File: config.mk
export PLATFORM = sky130hd
export DESIGN_NAME = ray_pixel_scheduler
export DESIGN_NICKNAME = d
export VERILOG_FILES = /design/src/rtl/ray_pixel_scheduler.sv
export SDC_FILE = /design/constraint.sdc
export NUM_CORES = 1
export LEC_CHECK = 0
export ABC_AREA = 1
export CAP_MARGIN = 0
export CORE_MARGIN = 10
export CORE_UTILIZATION = 64
export CTS_BUF_LIST = sky130_fd_sc_hd__clkbuf_4 sky130_fd_sc_hd__clkbuf_8
export DETAILED_ROUTE_END_ITERATION = 12
export PLACE_DENSITY = 0.92
export RECOVER_POWER = 25
export SYNTH_ARGS = -nofsm -noshare
export SYNTH_HDL_FRONTEND = slang
export SYNTH_SLANG_ARGS = --single-unit
export TNS_END_PERCENT = 30
File: constraint.sdc
create_clock -name clk -period 7.3 [get_ports clk]
set_input_delay 1.46 -clock clk [delete_from_list [all_inputs] [get_ports clk]]
set_output_delay 1.46 -clock clk [all_outputs]
set_load 0.03 [all_outputs]
File: src/rtl/ray_pixel_scheduler.sv
// ray_pixel_scheduler
// Walks one frame of primary rays in raster order, hands each pixel to the
// raytracer core only while the core is idle, and queues the shaded colour
// with its coordinates in a small output FIFO for a downstream consumer.
// Optional feature macro: RAY_SCHED_TIMEOUT_EN adds a WAIT watchdog that
// substitutes a background colour for a silent core and sets timeout_err.
//
// Handshakes:
//   core side  : core_pixel_valid is a one-cycle request. The core answers
//                with a one-cycle core_shade_valid (core_rgb alongside). The
//                answer is only taken in WAIT.
//   output side: valid/ready. An entry transfers on a cycle where
//                out_valid && out_ready. out_valid never drops without a
//                transfer, and head fields hold while out_valid is high.
module ray_pixel_scheduler #(
  parameter int H_RES          = 320,
  parameter int V_RES          = 240,
  parameter int FIFO_DEPTH     = 4,
  parameter int TIMEOUT_CYCLES = 255
) (
  input  logic        clk,
  input  logic        rst_n,
  input  logic        frame_start,
  output logic        frame_busy,
  output logic        frame_done,
  output logic [9:0]  core_pixel_x,
  output logic [9:0]  core_pixel_y,
  output logic        core_pixel_valid,
  input  logic        core_shade_valid,
  input  logic [23:0] core_rgb,
  output logic        out_valid,
  input  logic        out_ready,
  output logic [23:0] out_rgb,
  output logic [9:0]  out_x,
  output logic [9:0]  out_y,
  output logic        out_last,
  output logic        timeout_err,
  output logic [1:0]  dbg_state
);

  localparam int PTR_W = $clog2(FIFO_DEPTH);
  localparam int CNT_W = PTR_W + 1;
  localparam logic [9:0]       X_MAX    = 10'(H_RES - 1);
  localparam logic [9:0]       Y_MAX    = 10'(V_RES - 1);
  localparam logic [CNT_W-1:0] CNT_FULL = CNT_W'(FIFO_DEPTH);
  localparam logic [23:0]      BG_RGB   = 24'h000020;

  typedef enum logic [1:0] {
    S_IDLE  = 2'd0,
    S_ISSUE = 2'd1,
    S_WAIT  = 2'd2,
    S_DRAIN = 2'd3
  } state_e;

  typedef struct packed {
    logic [9:0]  x;
    logic [9:0]  y;
    logic        last;
    logic [23:0] rgb;
  } entry_t;

  state_e           state_q, state_d;
  logic [9:0]       x_q, x_d;
  logic [9:0]       y_q, y_d;
  logic             busy_q, busy_d;
  logic             done_q, done_d;
  logic             req_q, req_d;
  logic             terr_q, terr_d;
  logic [PTR_W-1:0] wr_ptr_q, wr_ptr_d;
  logic [PTR_W-1:0] rd_ptr_q, rd_ptr_d;
  logic [CNT_W-1:0] count_q, count_d;
  entry_t           mem_q [FIFO_DEPTH];
  entry_t           mem_d [FIFO_DEPTH];

  logic   result_ok;
  logic   timed_out;
  logic   push;
  logic   pop;
  logic   is_last;
  entry_t push_entry;

`ifdef RAY_SCHED_TIMEOUT_EN
  localparam logic [7:0] TO_LAST = 8'(TIMEOUT_CYCLES - 1);
  logic [7:0] wdog_q, wdog_d;
`endif

  // Detect the end of WAIT: a real shade result, or (optionally) the watchdog
  always_comb begin
    result_ok = (state_q == S_WAIT) && core_shade_valid;
`ifdef RAY_SCHED_TIMEOUT_EN
    // The watchdog fires on the TIMEOUT_CYCLES-th silent WAIT cycle; a real
    // result in that same cycle takes priority.
    timed_out = (state_q == S_WAIT) && !core_shade_valid && (wdog_q == TO_LAST);
    wdog_d    = wdog_q;
    if (state_q == S_ISSUE) begin
      wdog_d = '0;
    end else if ((state_q == S_WAIT) && !core_shade_valid && !timed_out) begin
      wdog_d = wdog_q + 8'd1;
    end
`else
    timed_out = 1'b0;
`endif
  end

  // Output FIFO bookkeeping: ISSUE only leaves when space was reserved, so a
  // push never meets a full FIFO
  always_comb begin
    is_last         = (x_q == X_MAX) && (y_q == Y_MAX);
    push            = result_ok || timed_out;
    pop             = out_valid && out_ready;
    push_entry.x    = x_q;
    push_entry.y    = y_q;
    push_entry.last = is_last;
    push_entry.rgb  = timed_out ? BG_RGB : core_rgb;
    mem_d           = mem_q;
    wr_ptr_d        = wr_ptr_q;
    rd_ptr_d        = rd_ptr_q;
    if (push) begin
      mem_d[wr_ptr_q] = push_entry;
      wr_ptr_d        = wr_ptr_q + PTR_W'(1);
    end
    if (pop) begin
      rd_ptr_d = rd_ptr_q + PTR_W'(1);
    end
    count_d = count_q + CNT_W'(push) - CNT_W'(pop);
  end

  // Frame sequencing: next state, raster position and registered outputs
  always_comb begin
    state_d = state_q;
    x_d     = x_q;
    y_d     = y_q;
    busy_d  = busy_q;
    done_d  = 1'b0;
    terr_d  = terr_q;
    case (state_q)
      S_IDLE: begin
        if (frame_start) begin
          x_d     = '0;
          y_d     = '0;
          terr_d  = 1'b0;
          busy_d  = 1'b1;
          state_d = S_ISSUE;
        end
      end
      S_ISSUE: begin
        // req_q is high exactly when this ISSUE cycle had FIFO space
        if (req_q) begin
          state_d = S_WAIT;
        end
      end
      S_WAIT: begin
        if (push) begin
          if (timed_out) begin
            terr_d = 1'b1;
          end
          if (is_last) begin
            state_d = S_DRAIN;
          end else begin
            state_d = S_ISSUE;
            if (x_q == X_MAX) begin
              x_d = '0;
              y_d = y_q + 10'd1;
            end else begin
              x_d = x_q + 10'd1;
            end
          end
        end
      end
      S_DRAIN: begin
        if (count_d == '0) begin
          state_d = S_IDLE;
          busy_d  = 1'b0;
          done_d  = 1'b1;
        end
      end
      default: state_d = S_IDLE;
    endcase
    // Request the pixel in the first ISSUE cycle that sees a free slot
    req_d = (state_d == S_ISSUE) && (count_d != CNT_FULL);
  end

  // Controller and FIFO state registers
  always_ff @(posedge clk or negedge rst_n) begin
    if (!rst_n) begin
      state_q  <= S_IDLE;
      x_q      <= '0;
      y_q      <= '0;
      busy_q   <= 1'b0;
      done_q   <= 1'b0;
      req_q    <= 1'b0;
      terr_q   <= 1'b0;
      wr_ptr_q <= '0;
      rd_ptr_q <= '0;
      count_q  <= '0;
      for (int i = 0; i < FIFO_DEPTH; i++) begin
        mem_q[i] <= '0;
      end
    end else begin
      state_q  <= state_d;
      x_q      <= x_d;
      y_q      <= y_d;
      busy_q   <= busy_d;
      done_q   <= done_d;
      req_q    <= req_d;
      terr_q   <= terr_d;
      wr_ptr_q <= wr_ptr_d;
      rd_ptr_q <= rd_ptr_d;
      count_q  <= count_d;
      mem_q    <= mem_d;
    end
  end

`ifdef RAY_SCHED_TIMEOUT_EN
  // Watchdog counter register
  always_ff @(posedge clk or negedge rst_n) begin
    if (!rst_n) begin
      wdog_q <= '0;
    end else begin
      wdog_q <= wdog_d;
    end
  end
`endif

  assign frame_busy       = busy_q;
  assign frame_done       = done_q;
  assign core_pixel_x     = x_q;
  assign core_pixel_y     = y_q;
  assign core_pixel_valid = req_q;
  assign timeout_err      = terr_q;
  assign out_valid        = (count_q != '0);
  assign out_rgb          = mem_q[rd_ptr_q].rgb;
  assign out_x            = mem_q[rd_ptr_q].x;
  assign out_y            = mem_q[rd_ptr_q].y;
  assign out_last         = mem_q[rd_ptr_q].last;
  assign dbg_state        = state_q;

endmodule

Word-level counts from Yosys, hierarchy flattened
Index checks and enable logic that the tools add are counted.

storage, ports and cells
  output and inout bits = 72
  logic and storage cells = 87
  bits in registers = 212
  input port bits = 29

operators by class
  eq/ne operators = 12
  $add $sub $neg = 6
  bitwise operators = 2
  magnitude comparators = 3
  multiplexer cells = 26
  reduce and logical (&&, ||, !) cells = 13

operators by type and width
  operator                 number
  $bwmux W180              1
  $mux W45                 3
  $bmux W45 S2             1
  $demux W45 S2            1
  $mux W10                 7
  $pmux W10 S2             2
  $add A10 B1 Y10 const B  2
  $eq A10 B8 Y1 const B    1
  $eq A10 B9 Y1 const B    1
  $mux W2                  5
  $ne A2 B2 Y1 const B     4
  $pmux W2 S4              1
  $ge A3 B3 Y1 const B     2
  $not A2 Y3               2
  $logic_and A1 B1 Y1      5
  $reduce_and A5 Y1        1
  $add A2 B1 Y2 const B    2
  $eq A2 B1 Y1 const B     2
  $eq A2 B2 Y1 const B     2
  $mux W1                  4
  $reduce_and A4 Y1        1
  $reduce_bool A2 Y1       2
  $add A3 B1 Y3            1
  $logic_not A3 Y1         1
  other kinds (8)          8

Logic depth before layout (Yosys ltp)
  word-level depth = 9
  depth in mapped cells = 15
  depth with buffers taken out = 15

Worst setup path after synthesis
OpenSTA, ideal clock, no wires.

  path kind = input port to flip-flop
  start = input out_ready
  end = register req_q (netlist: core_pixel_valid)
  setup slack = 3936 ps
  stages = 12
  required time = 7229 ps
  path buffers = 0
  library setup time = 71 ps
  arrival = 3292 ps
  cell sequence = a21boi_0 > ha_1 > inv_1 > ha_1 > inv_1 > fa_1 > inv_1 > nor2_1 > nand3_1 > a21oi_1 > nand2_1 > nor2_1

between the ends
  word-level cells in the longest chain between the ends = 7
  elaborated cells between the ends (all ways) = 8
  those cells by class = 1 x add/sub; 2 x eq/ne; 2 x mux; 3 x reduce/logical

ends and longest elaborated chain
  item                  RTL line  source
  start, declared       32        input logic out_ready,
  $logic_and A1 B1 Y1   110       pop = out_valid && out_ready;
  $sub A3 B1 Y3         125       count_d = count_q + CNT_W'(push) - CNT_W'(pop);
  net count_d[1]        71        logic [CNT_W-1:0] count_q, count_d;
  $logic_not A3 Y1      171       if (count_d == '0) begin
  $mux W2               171
  $pmux W2 S4           136       case (state_q)
  net state_d[1]        62        state_e state_q, state_d;
  $eq A2 B1 Y1          180       req_d = (state_d == S_ISSUE) && (count_d != CNT_FULL);
  $logic_and A1 B1 Y1   180
  net req_d             67        logic req_q, req_d;
  end signal, assigned  205       req_q <= req_d;
  end, declared         67

The timed path passes the listed nets, and every way through them passes these cells.
A chain may end at the register's enable or synchronous reset.

Final worst setup path
  start = register rd_ptr_q[1]
  end = output out_rgb[0]

between the ends
  word-level cells in the longest chain between the ends = 4

ends and longest elaborated chain
  item                              RTL line  source
  start, declared                   70        logic [PTR_W-1:0] rd_ptr_q, rd_ptr_d;
  start signal, assigned            208       rd_ptr_q <= rd_ptr_d;
  $not A2 Y3 (not written as such)  232       assign out_rgb = mem_q[rd_ptr_q].rgb;
  $bmux W45 S2                      232
  $mux W45 (2 in a row)             --
  end, declared                     33        output logic [23:0] out_rgb,

Every way passes these cells. The select of a mux whose other input is x is not followed.

==> run summary <==
DP Worst Slack = 3105 ps
top cells by area, synth = dfrtp_1 53%, nand2_1 10%, o21ai_1 7.5%
critical path class = reg2out
RSZ-0062 raised after global routing = false
syn avg cell area = 8.795 um2
clock share of power = 21.4%
die area = 21060 um2
Crit. End Element = primary output
adder-cell area share of the yosys netlist = 1.199%
synthesized instance count = 1139
Net Sw Frac = 41.40%
H-tree levels = 2
Finished Layout Cells = 1444
minimum clock period = 4789 ps
setup ws final = 2511 ps
DR vias/cell = 5.742
synthesized area = 10020 um2
Critical Path Start Type = register
Worst VDD drop = 0.0002500 V
Final #Nets = 1251
crit path buf inv count = 4
final wirelength = 23510 um
slowest CP cell = clkdlybuf4s50_1
io pins = 101
# Post-CTS Setup Buffers = 0
WP depth = 6
worst path required time = 5840 ps
area grow syn2layout = 14.45%
final hold vios = 0
status = finished, violations left
EDFF count, synth = 0
largest net degree at the start of global routing = 126
Setup Skew = 12.06 ps
Seq cells post-synth = 212
Top FF cell, synth = dfrtp_1
post-CTS sizing = 0
Comb power frac = 45.3%
Root Driver = clkbuf_8
crit-path max FO = 46
post-DP HPWL = 13960 um
Seq/Total Area, Yosys = 52.96%
Max Slew Vio Count = 126
Worst-path clk slew = 60 ps
setup total negative slack = 0 ps
failing checks = capacitance limit, slew limit
drt drc = 0
Power per Cell Area = 421.7 nW/um2
Synth area leader = dfrtp_1
crit-path cells = buf_4, inv_1, buf_4, o21ai_0, o22ai_1, clkdlybuf4s50_1
count of cell types in the netlist = 35
Clock Tree Buf Depth = 3
Leak Pwr = 0.005162 uW
FP Rows = 45
part of the cycle the worst path needs = 65.60%
TritonRoute pass-1 iters = 8
antenna violations before repair = 0
Worst R2R Path Depth = 14
relative slew slack = -103.2%
sequential power share = 33.3%
GRT overflow = 0
synthesized-area fraction occupied by xor and xnor cells = 0.6120%
vias = 8291
most frequent cell after synthesis = nand2_1
Post-Synth Simple-Gate Area = 18.35%
syn nets = 1177
worst slew pin tran = 3049 ps
synth warn = 0
Worst Hold Class = reg2reg
Worst-Skew Late Latency = 510 ps
vias in the first global route = 8093
layout cells sized above 1 = 10.30%
post-synthesis compound-gate area fraction = 18.77%
first-pass GRT wire length = 39830 um
CTS tree = yes
Final setup viols = 0
initial drt markers = 631
Routability Congestion = 0.8827
IO Port Bufs = 99
Routed Antenna Nets = 0
internal power = 2833 uW
Commonest cells post-synth = 266 x nand2_1, 212 x dfrtp_1, 150 x o21ai_1
Initial Utilization = 65.65%
CP delay by family, top = buffers and inverters
CP arrival = 3330 ps
antenna diode count = 0
multiplexer share of the synthesized area = 0%
Num CTS Buffers = 36
largest family of logic cells by synthesized area = compound AO/OA/AOI/OAI gates
cts hold-fix bufs = 0
Die Width = 145.1 um
fill count = 1120
Peak Freq = 208.8 MHz
hold path depth = 2
die height = 145.1 um
area of the core = 15260 um2
CP max stage delay = 720 ps
placed insts = 1386
DR WL/cell = 16.28 um
most numerous cell on the critical path = buf_4
max-cap violations = 1
fraction of registers with async set/reset = 100.0%
Hold Slack = 479.9 ps
CTS sink cnt = 212
NetSw = 2002 uW
Synth top area share = 52.96%
All-Layer GR Usage = 22.08%
[through the flow]
stage                     total power, uW  utilization [%]  area, um2
final                                4834            75.14      11460
after global placement               3757            70.60      10770
after global routing                 5142            75.14      11460
after CTS                            4861            75.19      11470
after floorplan                      3071                -      10020
after detailed placement             3815            70.60      10770
[metal layers]
layer  vias to the layer above  share of wire, %  GRT usage [%]
met5                         -                 0              0
met4                         0               1.6          6.117
met3                        42               7.8          5.868
met2                       333                48          35.35
met1                      3980                43          29.09
li1                       3936                 -              -
[worst register-to-register path, stage by stage, from the launching register on]
cell and delay (ps):
dfrtp_1 530, inv_2 120, nor2_8 190, nand2_4 140, ha_1 310, inv_1 50
ha_1 120, inv_1 40, fa_1 480, inv_1 60, nor2_1 130, nand3_1 160
a21oi_1 170, nand2_1 80, nor2_1 120
[worst paths after layout]
kind | from | to | slack (ps)
max reg2reg | dbg_state[1] | core_pixel_valid | 4540
min in group asynchronous | rst_n | mem_q[5] | 1940
max | rd_ptr_q[1] | out_rgb[0] | 2510
min reg2reg | mem_q[49] | mem_q[49] | 480
min | mem_q[49] | mem_q[49] | 480
max in group asynchronous | rst_n | mem_q[24] | 2970
[power by group through the flow]
stage | sequential [uW] | clock [uW] | combinational, uW
global placement | 1610 | 0 | 2150
CTS | 1610 | 1050 | 2200
floorplan | 1610 | 0 | 1460
detailed placement | 1620 | 0 | 2190
global route | 1640 | 1110 | 2390
finish | 1610 | 1040 | 2190
[cells by family (layout without fill, tap and decap cells)]
logic type / after synthesis / count (layout)
AO/OA/AOI/OAI: 334 / 334
XOR/XNOR: 7 / 7
adder cells (fa/ha/maj): 9 / 9
buffers and inverters: 137 / 231
flip-flops: 212 / 212
other: 1 / 1
AND/OR/NAND/NOR: 439 / 439
[cell usage in the layout (no fill, tap or decap), drive strengths merged, types with 2 or more instances in the layout]
| cell type | synthesis | layout |
|---|---|---|
| o22ai | 45 | 45 |
| dfrtp | 212 | 212 |
| nand3 | 24 | 24 |
| buf | 40 | 5 |
| inv | 69 | 69 |
| clkbuf | 28 | 55 |
| nor3 | 5 | 5 |
| o21ai | 284 | 284 |
| clkinv | 0 | 4 |
| nand3b | 2 | 2 |
| nand4 | 6 | 6 |
| xor2 | 6 | 6 |
| a21oi | 4 | 4 |
| clkdlybuf4s50 | 0 | 97 |
| nor2 | 126 | 126 |
| nand2 | 276 | 276 |
| ha | 8 | 8 |
[flip-flops by register name, summed over array words and instances, names as in the netlist]
register and flops:
core_pixel_valid 1, core_pixel_x 10, core_pixel_y 10, count_q 3, dbg_state 2, frame_busy 1
frame_done 1, mem_q 180, rd_ptr_q 2, wr_ptr_q 2
[area by class of cell]
cell class / count / area (um2) / share of cell area, %
multi-input cells: 790 / 3904 / 34.05
inverters: 69 / 266.5 / 2.325
clock inverters: 4 / 20.02 / 0.1746
well taps: 211 / 264.0 / 2.303
clock buffers: 54 / 680.7 / 5.937
repair buffers: 104 / 1023 / 8.927
flip-flops and latches: 212 / 5306 / 46.28
Note: power is estimated with default switching activity, not from simulation.
